==> config.mk <==
export PLATFORM = sky130hd
export DESIGN_NAME = fifo_axis_reader
export DESIGN_NICKNAME = d
export VERILOG_FILES = /design/src/rtl/fifo_axis_reader_pkg.sv /design/src/rtl/fifo_axis_outbuf.sv /design/src/rtl/fifo_axis_reader.sv
export SDC_FILE = /design/constraint.sdc
export NUM_CORES = 1
export LEC_CHECK = 0
export BUFFER_PORTS_ARGS = -buffer_cell sky130_fd_sc_hd__clkbuf_2
export CORE_UTILIZATION = 40
export DETAILED_ROUTE_END_ITERATION = 8
export PLACE_DENSITY_LB_ADDON = 0.3
export SLEW_MARGIN = 20
export SYNTH_ARGS = -nofsm -noshare
export SYNTH_HDL_FRONTEND = slang
export SYNTH_HIERARCHICAL = 1
export SYNTH_SLANG_ARGS = --single-unit
==> constraint.sdc <==
create_clock -name clk -period 5.2 [get_ports clk]
set_input_delay 1.3 -clock clk [delete_from_list [all_inputs] [get_ports clk]]
set_output_delay 1.3 -clock clk [all_outputs]
set_load 0.005 [all_outputs]
==> src/rtl/fifo_axis_reader_pkg.sv <==
// Shared types and defaults for the FIFO-to-AXI4-Stream video reader.
// Latency: n/a (declarations only).
// Backpressure: n/a.
package fifo_axis_reader_pkg;

    localparam int DEF_LINE_WIDTH = 1920;
    localparam int DEF_LINE_COUNT = 1080;

    typedef enum logic {
        IDLE   = 1'b0,
        STREAM = 1'b1
    } state_e;

    // Counter width that stays at least one bit for degenerate sizes
    function automatic int clog2_min1(input int v);
        return (v <= 2) ? 1 : $clog2(v);
    endfunction

endpackage

==> src/rtl/fifo_axis_outbuf.sv <==
// Two-entry skid buffer between the FIFO read port and the AXI-Stream output.
// Latency: pushed word is visible at head_o the cycle after push_i.
// Backpressure: head_o holds until pop_i; a push into a full buffer lands only with a same-cycle pop.
module fifo_axis_outbuf #(
    parameter int W = 32
) (
    input  logic         clk,
    input  logic         rst,
    input  logic         push_i,
    input  logic [W-1:0] data_i,
    input  logic         pop_i,
    output logic [1:0]   count_o,
    output logic [W-1:0] head_o
);

    logic [W-1:0] mem_q [2];
    logic         wr_ptr_q;
    logic         rd_ptr_q;
    logic [1:0]   count_q;
    logic         do_push;
    logic         do_pop;

    assign do_pop  = pop_i && (count_q != 2'd0);
    assign do_push = push_i && ((count_q != 2'd2) || do_pop);

    // Ring storage with independent read/write pointers; push and pop may coincide
    always_ff @(posedge clk or negedge rst) begin
        if (!rst) begin
            mem_q[0] <= '0;
            mem_q[1] <= '0;
            wr_ptr_q <= 1'b0;
            rd_ptr_q <= 1'b0;
            count_q  <= 2'd0;
        end else begin
            if (do_push) begin
                mem_q[wr_ptr_q] <= data_i;
                wr_ptr_q        <= ~wr_ptr_q;
            end
            if (do_pop) begin
                rd_ptr_q <= ~rd_ptr_q;
            end
            count_q <= count_q + {1'b0, do_push} - {1'b0, do_pop};
        end
    end

    assign count_o = count_q;
    assign head_o  = mem_q[rd_ptr_q];

endmodule

==> src/rtl/fifo_axis_reader.sv <==
// Pulls pixels from a show-ahead-less FIFO and emits an AXI4-Stream video frame (tuser=SOF, tlast=EOL).
// Latency: first tvalid two cycles after the first eligible pop; then one beat per cycle.
// Backpressure: tready low holds the beat; pops are throttled so buffered+in-flight never exceeds 2.
// Optional: define FIFO_AXIS_READER_UNDERRUN_EN to build the sticky mid-frame underrun detector.
module fifo_axis_reader
    import fifo_axis_reader_pkg::*;
#(
    parameter int LINE_WIDTH = DEF_LINE_WIDTH,
    parameter int LINE_COUNT = DEF_LINE_COUNT
) (
    input  logic        clk,
    input  logic        rst,
    input  logic [31:0] fifo_dout,
    output logic        fifo_oe,
    input  logic        fifo_empty,
    input  logic        enable,
    output logic [31:0] m_axis_tdata,
    output logic        m_axis_tvalid,
    input  logic        m_axis_tready,
    output logic        m_axis_tuser,
    output logic        m_axis_tlast,
    output logic        frame_done,
    output logic        underrun
);

    localparam int TOTAL = LINE_WIDTH * LINE_COUNT;
    localparam int IW    = $clog2(TOTAL + 1);
    localparam int XW    = clog2_min1(LINE_WIDTH);
    localparam int YW    = clog2_min1(LINE_COUNT);

    localparam logic [IW-1:0] TOTAL_W = IW'(TOTAL);
    localparam logic [XW-1:0] X_LAST  = XW'(LINE_WIDTH - 1);
    localparam logic [YW-1:0] Y_LAST  = YW'(LINE_COUNT - 1);

    state_e          state_q;
    logic [IW-1:0]   issued_q;
    logic            inflight_q;
    logic [XW-1:0]   x_q, x_d;
    logic [YW-1:0]   y_q, y_d;
    logic [1:0]      buf_count;
    logic [31:0]     buf_head;
    logic            beat_acc;
    logic            frame_end;
    logic [2:0]      occ_after;

    assign beat_acc  = m_axis_tvalid && m_axis_tready;
    assign frame_end = beat_acc && (x_q == X_LAST) && (y_q == Y_LAST);

    // Occupancy counts this cycle's pop as already gone, otherwise a full-rate
    // stream would stall every other cycle; the total still never exceeds 2.
    assign occ_after = {1'b0, buf_count} + {2'b0, inflight_q} - {2'b0, beat_acc};
    assign fifo_oe   = (state_q == STREAM) && !fifo_empty &&
                       (issued_q < TOTAL_W) && (occ_after < 3'd2);

    // Frame FSM and per-frame issue counter; enable only matters at frame boundaries
    always_ff @(posedge clk or negedge rst) begin
        if (!rst) begin
            state_q  <= IDLE;
            issued_q <= '0;
        end else begin
            case (state_q)
                IDLE: begin
                    issued_q <= '0;
                    if (enable) begin
                        state_q <= STREAM;
                    end
                end
                STREAM: begin
                    if (fifo_oe) begin
                        issued_q <= issued_q + 1'b1;
                    end
                    if (frame_end) begin
                        issued_q <= '0;
                        state_q  <= enable ? STREAM : IDLE;
                    end
                end
                default: state_q <= IDLE;
            endcase
        end
    end

    // FIFO data is valid the cycle after the pop; remember that a word is on the way
    always_ff @(posedge clk or negedge rst) begin
        if (!rst) begin
            inflight_q <= 1'b0;
        end else begin
            inflight_q <= fifo_oe;
        end
    end

    // Next raster position after an accepted beat
    always_comb begin
        x_d = x_q;
        y_d = y_q;
        if (beat_acc) begin
            if (x_q == X_LAST) begin
                x_d = '0;
                y_d = (y_q == Y_LAST) ? '0 : y_q + 1'b1;
            end else begin
                x_d = x_q + 1'b1;
            end
        end
    end

    // Raster position registers
    always_ff @(posedge clk or negedge rst) begin
        if (!rst) begin
            x_q <= '0;
            y_q <= '0;
        end else begin
            x_q <= x_d;
            y_q <= y_d;
        end
    end

    fifo_axis_outbuf #(.W(32)) u_outbuf (
        .clk     (clk),
        .rst     (rst),
        .push_i  (inflight_q),
        .data_i  (fifo_dout),
        .pop_i   (beat_acc),
        .count_o (buf_count),
        .head_o  (buf_head)
    );

    assign m_axis_tvalid = (buf_count != 2'd0);
    assign m_axis_tdata  = buf_head;
    assign m_axis_tuser  = m_axis_tvalid && (x_q == '0) && (y_q == '0);
    assign m_axis_tlast  = m_axis_tvalid && (x_q == X_LAST);
    assign frame_done    = frame_end;

`ifdef FIFO_AXIS_READER_UNDERRUN_EN
    logic underrun_q;

    // Sticky: source ran dry mid-frame with nothing buffered or on the way
    always_ff @(posedge clk or negedge rst) begin
        if (!rst) begin
            underrun_q <= 1'b0;
        end else if ((state_q == STREAM) && (issued_q != '0) && (issued_q != TOTAL_W) &&
                     (buf_count == 2'd0) && !inflight_q && fifo_empty) begin
            underrun_q <= 1'b1;
        end
    end

    assign underrun = underrun_q;
`else
    assign underrun = 1'b0;
`endif

endmodule
==> metrics.txt <==
Max Clock Skew roughly 0.0073 ns; number of global-route vias before repair 3,903; # clock sinks about 110; area of the multi-input gates around 0.0024 mm²; syn_area_per_cell 12.0 µm²; Peak VDD IR between 300 and 400 µV; mapped cell area roughly 0.0054 mm²; largest family of logic cells by synthesized area multiplexers; port bufs 73; Worst-Skew Late Latency 0.40 ns; Num CTS Buffers 17; final hold viol count 0; Startpoint Class primary input; slew margin rel. 38.4%; Die H ~120 µm; initial antenna violation count 0; Slew @ Worst Pin around 0.9 ns; largest net degree at the start of global routing 73; WL final about 11,000 µm; First-pass DRT Iterations 5; fin. max-slew vios 0; FP Rows between 40 and 50; met1 Use GR between 20% and 30%; register area about 0.0028 mm²; clock slew at reported path FFs around 0.05 ns; Yosys cell types 46; Leak 2.92 nW; vias between 3k and 4k; core area approximately 0.013 mm²; drt wl/cell approximately 15 µm; Synth Area in XOR/XNOR under 10%; hold-fix buffers at CTS 0; Arr. time, crit path around 3.3 ns; worst-path fanout max 5; # resized after CTS 0; commonest non-fill, non-tap cell in the layout dfrtp_1; # IOs 75; Mapped Cells between 400 and 500; Final ANT Viol Nets 0; Seq/Total Area, Yosys ~52%; Post-Synth Simple-Gate Area around an eighth; min cycle time layout ~4.6 ns; Hold Path Class flop to flop; postcts setup bufs 0; synthesis-to-finish area growth 21.1%; power consumption approximately 3.8 mW; Data required, critical path about 3.9 ns; top cells by area, synth dfrtp_1 (52%), mux2_2 (19%), xor2_1 (3.1%); Via density approximately 5.1; CTS tree done; compound-cell area share of the yosys netlist roughly 4.3%; Routability Congestion 0.778; Starting Density ~40%; clk buf depth 2; multiplexer area fraction after synthesis 19.4%; highest clock rate 0.220 GHz; Adder-Cell Fraction of Synth Area approximately 2.2%; ANT cells 0; total track usage between 15 and 20%; maxcap violations 0; post-synth top area share between 50 and 60%; grt ovf 0; Final #Nets a little under 600; Final Cycle Share 87.6%; Yosys top cell by area dfrtp_1; busiest grt layer met2; Fin Setup TNS 0 ns; DRC 0; Clock Tree Root clkbuf_16; Synth Warn # 6; first-pass GRT wire length around 19,000 µm; syn_nets 499; layout cell share with drive strength beyond 1 approximately 38%; FILL cells around 1.2k; HPWL Detailed about 7000 µm; M3 GR Usage roughly 4.2%; H-Tree Depth 4; number of synthesized flops with an enable pin 0; Synth Flop Type dfrtp_1; # setup viols final 0; die width approximately 120 µm; Crit. End Element primary output; grt met2 use roughly a quarter; RSZ-0062 raised after global routing no; status finished, final reports clean; most frequent cells in the layout dfrtp_1 (113), mux2_2 (91), clkbuf_2 (72); DRT iter0 DRCs 204; Seq cells post-synth around 110; critical path class primary input to primary output; die area roughly 0.014 mm²; ys async rst share 100%; Pwr Density about 580 mW/mm²
## per-stage QoR
| step | cell area [µm²] | util, % | setup WS [ns] | hold slack, ns | std cells |
|---|---|---|---|---|---|
| global placement | 5950 | 44.9 | 0.693 | 0.478 | 692 |
| global route | 6580 | 49.7 | 0.418 | 0.523 | 724 |
| finish | 6580 | 49.7 | 0.645 | 0.491 | 724 |
| detailed placement | 5950 | 44.9 | 0.609 | 0.485 | 692 |
| CTS | 6580 | 49.7 | 0.611 | 0.492 | 724 |
| floorplan | 5440 | - | 0.606 | 0.455 | 453 |
## state kept, by name, summed over array words and instances, names as in the netlist
name / flops
u_outbuf/wr_ptr_q: 1
u_outbuf/mem_q: 64
u_outbuf/count_o: 2
u_outbuf/rd_ptr_q: 1
issued_q: 21
x_q: 11
y_q: 11
state_q: 1
inflight_q: 1
## worst paths after layout
kind,from,endpoint,slack [ns],cells after the start
worst max-delay path,m_axis_tready,fifo_oe,0.65,11
worst min-delay path,u_outbuf/wr_ptr_q,u_outbuf/wr_ptr_q,0.49,1
worst max register to register,u_outbuf/count_o[1],issued_q[17],1.87,11
worst min register to register,u_outbuf/wr_ptr_q,u_outbuf/wr_ptr_q,0.49,1
max in group asynchronous,rst,u_outbuf/mem_q[46],3.09,2
min in group asynchronous,rst,u_outbuf/mem_q[39],1.02,1
## worst max-delay path, cell delays in order
cell and delay, ns:
clkbuf_2 0.08, o21ai_0 0.22, inv_1 0.14, ha_1 0.29
nand2b_1 0.15, fa_1 0.39, xor2_1 0.17, nor2_1 0.15
nand2_1 0.14, inv_1 0.10, clkbuf_2 0.11
## cells by family after synthesis
logic type,count (synthesis)
buffers and inverters,31
other,1
muxes,93
and+or+nand+nor,135
AOI/OAI and AO/OA,39
adders and majority gates,9
DFF,113
xor gates and xnor gates,32
## metal layers
metal  share of wire [%]  up-vias  routed length, µm
met5                   0        -                  0
met4                 1.1        0                122
met3                 3.4        9                361
met2                  47       67               5000
met1                  49     1838               5210
li1                    -     1786                  -
## synthesized netlist by cell type, types with 2 or more instances
library cell,n
a21oi_1,6
a31oi_1,2
mux2_2,91
nand2b_1,3
nor2b_1,2
nand2_1,19
nand3_1,16
xor2_1,19
o21ai_0,23
buf_6,7
nand4_1,21
nor4_1,5
ha_1,8
nand4b_1,2
nor2_1,35
xnor2_1,13
or4_1,2
o31ai_1,2
clkbuf_1,4
and2_1,2
nor3_1,4
and3_1,9
and4_1,2
buf_2,4
dfrtp_1,113
or3_1,5
mux2_4,2
inv_1,14
## final cells by class
class	instances	share of cell area [%]
flip-flops and latches	113	42.9
multi-input cells	309	36.8
clock buffers	22	6.90
repair buffers	80	6.39
well taps	176	3.34
clock inverters	10	2.77
inverters	14	0.798
## report_power, final
| part | switching (mW) | internal, mW | total (mW) |
|---|---|---|---|
| registers | 0.190 | 1.20 | 1.39 |
| clock network | 0.390 | 0.861 | 1.25 |
| logic | 0.489 | 0.660 | 1.15 |
(Power assumes the default switching activity.)
